<file path="src/rtl/deser_rx_if.sv">
// deser_rx_if: bundle between the serial sender/consumer side and deser_rx.
//   master : drives start, msb_first, ser_in, ser_valid, out_ready;
//            observes data_out, out_valid, busy, overrun, bit_cnt.
//   slave  : the receiver itself (directions mirrored).
interface deser_rx_if #(
    parameter int WIDTH = 4,
    localparam int CW   = $clog2(WIDTH)
);
    logic             start;
    logic             msb_first;
    logic             ser_in;
    logic             ser_valid;
    logic             out_ready;
    logic [WIDTH-1:0] data_out;
    logic             out_valid;
    logic             busy;
    logic             overrun;
    logic [CW-1:0]    bit_cnt;

    modport master (
        output start, msb_first, ser_in, ser_valid, out_ready,
        input  data_out, out_valid, busy, overrun, bit_cnt
    );

    modport slave (
        input  start, msb_first, ser_in, ser_valid, out_ready,
        output data_out, out_valid, busy, overrun, bit_cnt
    );
endinterface

</file>
<file path="src/rtl/deser_rx.sv">
// deser_rx: serial-to-parallel receiver.
//   clk  : rising-edge clock
//   clr  : synchronous active-high reset, overrides everything
//   bus  : deser_rx_if.slave
//          start/msb_first open a frame from IDLE; ser_in/ser_valid deliver
//          bits; data_out/out_valid/out_ready form the output handshake;
//          busy marks RECV, overrun is sticky, bit_cnt counts frame bits.
// All outputs come straight from flops.
module deser_rx #(
    parameter int WIDTH = 4,
    localparam int CW   = $clog2(WIDTH)
) (
    input  logic       clk,
    input  logic       clr,
    deser_rx_if.slave  bus
);
    localparam logic [0:0]    ST_IDLE = 1'b0;
    localparam logic [0:0]    ST_RECV = 1'b1;
    localparam logic [CW-1:0] LAST    = CW'(WIDTH - 1);

    logic [0:0]       state;
    logic             dir_q;
    logic [WIDTH-1:0] sh;
    logic [WIDTH-1:0] sh_nxt;
    logic [WIDTH-1:0] data_q;
    logic             vld_q;
    logic             busy_q;
    logic             ovr_q;
    logic [CW-1:0]    cnt_q;

    // Next shift value including the bit on ser_in this cycle; also the
    // word that gets loaded on the completing bit.
    always_comb begin
        sh_nxt = sh;
        if (dir_q) sh_nxt = {sh[WIDTH-2:0], bus.ser_in};
        else       sh_nxt = {bus.ser_in, sh[WIDTH-1:1]};
    end

    always_ff @(posedge clk) begin
        if (clr) begin
            state  <= ST_IDLE;
            dir_q  <= 1'b0;
            sh     <= '0;
            data_q <= '0;
            vld_q  <= 1'b0;
            busy_q <= 1'b0;
            ovr_q  <= 1'b0;
            cnt_q  <= '0;
        end else begin
            // Consumer handshake; a completion below may re-set vld_q.
            if (vld_q && bus.out_ready) vld_q <= 1'b0;

            case (state)
                ST_IDLE: begin
                    if (bus.start) begin
                        state  <= ST_RECV;
                        busy_q <= 1'b1;
                        cnt_q  <= '0;
                        dir_q  <= bus.msb_first;
                    end
                end
                ST_RECV: begin
                    if (bus.ser_valid) begin
                        sh <= sh_nxt;
                        if (cnt_q == LAST) begin
                            state  <= ST_IDLE;
                            busy_q <= 1'b0;
                            cnt_q  <= '0;
                            // Register free, or being emptied this same cycle.
                            if (!vld_q || bus.out_ready) begin
                                data_q <= sh_nxt;
                                vld_q  <= 1'b1;
                            end else begin
                                ovr_q  <= 1'b1;
                            end
                        end else begin
                            cnt_q <= cnt_q + 1'b1;
                        end
                    end
                end
                default: state <= ST_IDLE;
            endcase
        end
    end

    assign bus.data_out  = data_q;
    assign bus.out_valid = vld_q;
    assign bus.busy      = busy_q;
    assign bus.overrun   = ovr_q;
    assign bus.bit_cnt   = cnt_q;
endmodule

</file>
<file path="src/flat_wrapper.sv">
// flat-port wrapper written by rule: the top's interface ports become plain ports
module deser_rx_flat 
#(
    parameter int WIDTH = 4,
    localparam int CW   = $clog2(WIDTH)
)
  (clk, clr, bus_start, bus_msb_first, bus_ser_in, bus_ser_valid, bus_out_ready, bus_data_out, bus_out_valid, bus_busy, bus_overrun, bus_bit_cnt);
  deser_rx_if #(.WIDTH(WIDTH)) bus_i ();
  input  logic clk;
  input  logic clr;
  input wire logic [$bits(bus_i.start)-1:0] bus_start;
  input wire logic [$bits(bus_i.msb_first)-1:0] bus_msb_first;
  input wire logic [$bits(bus_i.ser_in)-1:0] bus_ser_in;
  input wire logic [$bits(bus_i.ser_valid)-1:0] bus_ser_valid;
  input wire logic [$bits(bus_i.out_ready)-1:0] bus_out_ready;
  output wire logic [$bits(bus_i.data_out)-1:0] bus_data_out;
  output wire logic [$bits(bus_i.out_valid)-1:0] bus_out_valid;
  output wire logic [$bits(bus_i.busy)-1:0] bus_busy;
  output wire logic [$bits(bus_i.overrun)-1:0] bus_overrun;
  output wire logic [$bits(bus_i.bit_cnt)-1:0] bus_bit_cnt;
  assign bus_i.start = bus_start;
  assign bus_i.msb_first = bus_msb_first;
  assign bus_i.ser_in = bus_ser_in;
  assign bus_i.ser_valid = bus_ser_valid;
  assign bus_i.out_ready = bus_out_ready;
  assign bus_data_out = bus_i.data_out;
  assign bus_out_valid = bus_i.out_valid;
  assign bus_busy = bus_i.busy;
  assign bus_overrun = bus_i.overrun;
  assign bus_bit_cnt = bus_i.bit_cnt;
  deser_rx #(.WIDTH(WIDTH)) u_core (.clk(clk), .clr(clr), .bus(bus_i));
endmodule
</file>
<file path="config.mk">
export PLATFORM = sky130hd
export DESIGN_NAME = deser_rx_flat
export DESIGN_NICKNAME = d
export VERILOG_FILES = /design/src/rtl/deser_rx_if.sv /design/src/rtl/deser_rx.sv /design/src/flat_wrapper.sv
export SDC_FILE = /design/constraint.sdc
export NUM_CORES = 1
export LEC_CHECK = 0
export ABC_AREA = 1
export CORE_AREA = 4 4 41 43
export DETAILED_ROUTE_END_ITERATION = 16
export DIE_AREA = 0 0 45 47
export PLACE_DENSITY = 0.77
export RECOVER_POWER = 25
export SYNTH_ARGS = -nofsm -noshare
export SYNTH_HDL_FRONTEND = slang
export SYNTH_SLANG_ARGS = --single-unit
</file>
<file path="constraint.sdc">
create_clock -name clk -period 2.15 [get_ports clk]
set_input_delay 0.43 -clock clk [delete_from_list [all_inputs] [get_ports clk]]
set_output_delay 0.43 -clock clk [all_outputs]
set_load 0.02 [all_outputs]
</file>
# Yosys cells after proc, flatten, opt, wreduce, memory -nomap -nowiden
# Cells that the tools add are included.
# op_classes
n_addsub	1
eq_ne	4
mux	18
bitwise_logic	2
reduce_logical	9
# op_table
cell	n
1-bit two-way mux	11
4-bit AND reduction	2
2-bit two-way mux	3
2-bit inequality test, second input constant	3
2-bit AND reduction	3
4-bit two-way mux	1
1-bit one-hot mux with 2 select lines	2
2-bit one-hot mux with 2 select lines	1
3-bit AND reduction	1
2-bit by 1-bit adder with 2-bit output, second input constant	1
2-bit == test, second input constant	1
1-bit inverter	2
1-bit logical AND	1
1-bit logical NOT	1
1-bit logical OR	1
# word_totals
register_bits	15
output_inout_bits	9

# Logic depth before layout (Yosys ltp)
# logic_depth
depth_word	6
depth_mapped	6

# Worst setup path after synthesis
# Ideal clock, no wire load.
# synth_path
path_kind	reg-to-reg
from	register u_core.cnt_q[0], in the netlist u_core.bus.bit_cnt[0]
to	register u_core.data_q[0], in the netlist u_core.bus.data_out[0]
arrival_ps	1064
required_time_ps	2037
slack_ps	973
stages_incl_launch_ff	7
n_path_buf	0
synth_period_minus_slack_ps	1177
cell_sequence	dfxtp_1 > ha_1 > nand3_2 > nor2_4 > nand2_1 > nand2_1 > nor2_1
# synth_between
elab_chain_cells	2
# synth_lines
item	line	source
start: declaration	deser_rx.sv:29	logic [CW-1:0] cnt_q;
start signal: assignment	deser_rx.sv:77	cnt_q <= cnt_q + 1'b1;
2-bit == test	deser_rx.sv:65	if (cnt_q == LAST) begin
4-bit AND reduction (no source line)	-	
end signal: assignment	deser_rx.sv:71	data_q <= sh_nxt;
end: declaration	deser_rx.sv:25	logic [WIDTH-1:0] data_q;
# No other way between the ends.
# A chain may end at the register's enable or synchronous reset.

# Worst setup path after layout
# layout_path
from	register u_core.cnt_q[0], in the netlist u_core.bus.bit_cnt[0]
to	output port bus_bit_cnt[0]
# layout_rtl
item	line	source
end: declaration	flat_wrapper.sv:20	output wire logic [$bits(bus_i.bit_cnt)-1:0] bus_bit_cnt;
# No word-level cell between the ends.

==> impl_results.md <==
* Post-Syn Instances at 82
* Max_cap viols at 0
* Worst slew margin at 0.803
* Fin. max-slew vios at 0
* Clock buffer depth at 2
* Worst EP required at 1720 ps
* Final wirelength at 1.15 mm
* P_leak at 0.332 nW
* Die height at 47 µm
* Final RePlAce weighted congestion at 0.734
* # Post-CTS Setup Buffers at 0
* Hold Path Class: reg -> reg
* Syn Std Cell Area at slightly above 600 µm²
* Root Driver: clkbuf_4
* Ant diodes at 0
* Via Count at 552
* DRC at 0
* Syn_area_per_cell at 7.48 µm²
* Vias/cell at 4.84
* Nets at 108
* Worst setup path end: bus_bit_cnt[0]
* Delay-heaviest family, CP: buffers and inverters
* WP data arrival at approximately 1300 ps
* Tcrit/Tclk final at 0.791
* RSZ-0062 raised after global routing: false
* Die Area at 2120 µm²
* Worst ir drop on vdd at 0.000522 V
* Dpl hpwl at 831 µm
* CP Max Fanout at 4
* Placed standard-cell area at 769 µm²
* CP max-delay cell: clkdlybuf4s50_1
* Crit path launch type: register
* Max Freq at 588 MHz
* Initial Utilization at 0.471
* Final setup violation count at 0
* Worst r2r dst: u_core.bus.data_out[1]$_SDFFE_PP0P_
* FP Rows at 13
* Layout Utilization at 0.608
* Worst setup EP type: output port
* Share of layout cells above drive strength 1 at 0.0606
* DR WL/cell at ~10 µm
* Pwr Density at 645 nW/µm²
* Post-route antenna net violation count at 0
* Final min period at 1700 ps
* Total congestion overflow at 0
* Port Buffer Count at 15
* Dpl ws at slightly above 600 ps
* Tightest Pin Transition at 295 ps
* Commonest non-fill, non-tap cell in the layout: nand2_1
* Largest net degree at the start of global routing at 12
* CTS Sinks at 15
* Worst path depth at 1
* Syn Nets at 90
* WHS at 480 ps
* Clk slew on worst S/H paths at 90 ps
* Status: complete, no violations
* Global-route wire length before repair at between 2 and 2.5 mm
* Worst path cell trace: clkdlybuf4s50_1
* Core area at 1300 µm²
* IO Count at 16
* Worst Setup SP: u_core.bus.bit_cnt[0]$_SDFFE_PP0P_
* Setup CP Type: reg -> out
* Vias in the first global route at 519
* Buffers and inverters on the worst path at 1
* Cts repair resizes at 0
* Num CTS Buffers at 3
* Area delta synth->final at 29.0%
* Seq/Total Area, Yosys at 0.490
* Worst-skew pair later-pin latency at 270 ps
* Fillers at ~130
* Chip width at 45 µm
* Setup TNS at 0 ps
* TritonRoute pass-1 iters at 4
* FF-to-FF setup slack at 950 ps
* Overall Global Routing Usage at 0.133
* Cts hold-fix bufs at 0
* Post-route cell area at around 790 µm²
* Most frequent cells in the layout: nand2_1, dfxtp_1, nor2_1, clkdlybuf4s50_1
* H-tree depth at 1
* Final setup margin at 449 ps
* Ys Warns at 0
* Fin Clk Skew at approximately 3.2 ps
* TritonCTS clock tree: built
* Initial DRC count at 1
* CP max stage delay at 620 ps
* Netlist cell types at 16
* Synthesized flop and latch total at 15
* Hold Violations, Final at 0
* Initial antenna violation count at 0
* Number of cells on the worst reg-to-reg path at 6
* FF-to-FF Start: u_core.bus.bit_cnt[0]$_SDFFE_PP0P_
==> layout make-up <==
type,instances,area [µm²],area share
timing repair buffer,15,150,0.190
inverter,9,33.8,0.0427
sequential,15,300,0.380
clock buffer,4,26.3,0.0332
tap,15,18.8,0.0237
multi-input combinational,56,262,0.331
==> kinds of logic after synthesis <==
logic type                 synth area share
and+or+nand+nor                       0.255
buffers and inverters                0.0755
DFF                                   0.490
AOI/OAI and AO/OA                     0.159
adders and majority gates            0.0204
==> how the worst min path moves through the flow <==
stage / cells after the start / from / endpoint
after CTS: 2 / u_core.bus.overrun$_SDFFE_PP0P_ / u_core.bus.overrun$_SDFFE_PP0P_
final: 2 / u_core.bus.overrun$_SDFFE_PP0P_ / u_core.bus.overrun$_SDFFE_PP0P_
after global routing: 2 / u_core.bus.data_out[0]$_SDFFE_PP0P_ / u_core.bus.data_out[0]$_SDFFE_PP0P_
after detailed placement: 2 / u_core.bus.overrun$_SDFFE_PP0P_ / u_core.bus.overrun$_SDFFE_PP0P_
after floorplan: 2 / u_core.sh[3]$_SDFFE_PP0P_ / u_core.sh[3]$_SDFFE_PP0P_
after global placement: 2 / u_core.bus.data_out[1]$_SDFFE_PP0P_ / u_core.bus.data_out[1]$_SDFFE_PP0P_
==> through the flow <==
step,total power [mW],std cells
after floorplan,0.334,82
after global placement,0.358,110
after detailed placement,0.359,110
after CTS,0.517,114
after global routing,0.537,114
final,0.510,114
==> synth_stat cells <==
| library cell | number | share of area |
|---|---|---|
| nor2_4 | 1 | 0.018 |
| a21oi_1 | 9 | 0.073 |
| buf_2 | 1 | 0.0082 |
| nand2_1 | 18 | 0.11 |
| buf_4 | 1 | 0.012 |
| ha_1 | 1 | 0.020 |
| inv_1 | 8 | 0.049 |
| dfxtp_1 | 15 | 0.49 |
| o21a_1 | 1 | 0.012 |
| nand3_1 | 2 | 0.016 |
| nor2_1 | 12 | 0.073 |
| nand3_2 | 1 | 0.016 |
| inv_2 | 1 | 0.0061 |
| or2_2 | 1 | 0.010 |
| nor2_2 | 1 | 0.010 |
| o21ai_0 | 9 | 0.073 |
==> registers in the layout, indices dropped and copies added, names as in the netlist <==
name,count
u_core.bus.bit_cnt,2
u_core.bus.overrun,1
u_core.dir_q,1
u_core.bus.data_out,4
u_core.sh,4
u_core.bus.out_valid,1
u_core.state,1
u_core.bus.busy,1
==> per-layer routing <==
metal  vias up  wire length (µm)  track usage
li1        293                 -            -
met1       240               577        0.172
met2        17               465        0.209
met3         2                97       0.0383
met4         0                 5       0.0526
met5         -                 0            0
==> tightest hold or removal path, delay by kind of cell (launching register included) <==
kind            cells  cell delay (ps)
flops               1              340
compound gates      1               40
simple gates        1               70
==> power breakdown <==
part / leakage (nW) / switching [mW] / internal, mW
Combinational: 0.195 / 0.0297 / 0.0255
Clock: 0.0150 / 0.0870 / 0.0718
Sequential: 0.122 / 0.00801 / 0.288
Total: 0.332 / 0.125 / 0.385
Power figures use the tool's default switching activity.
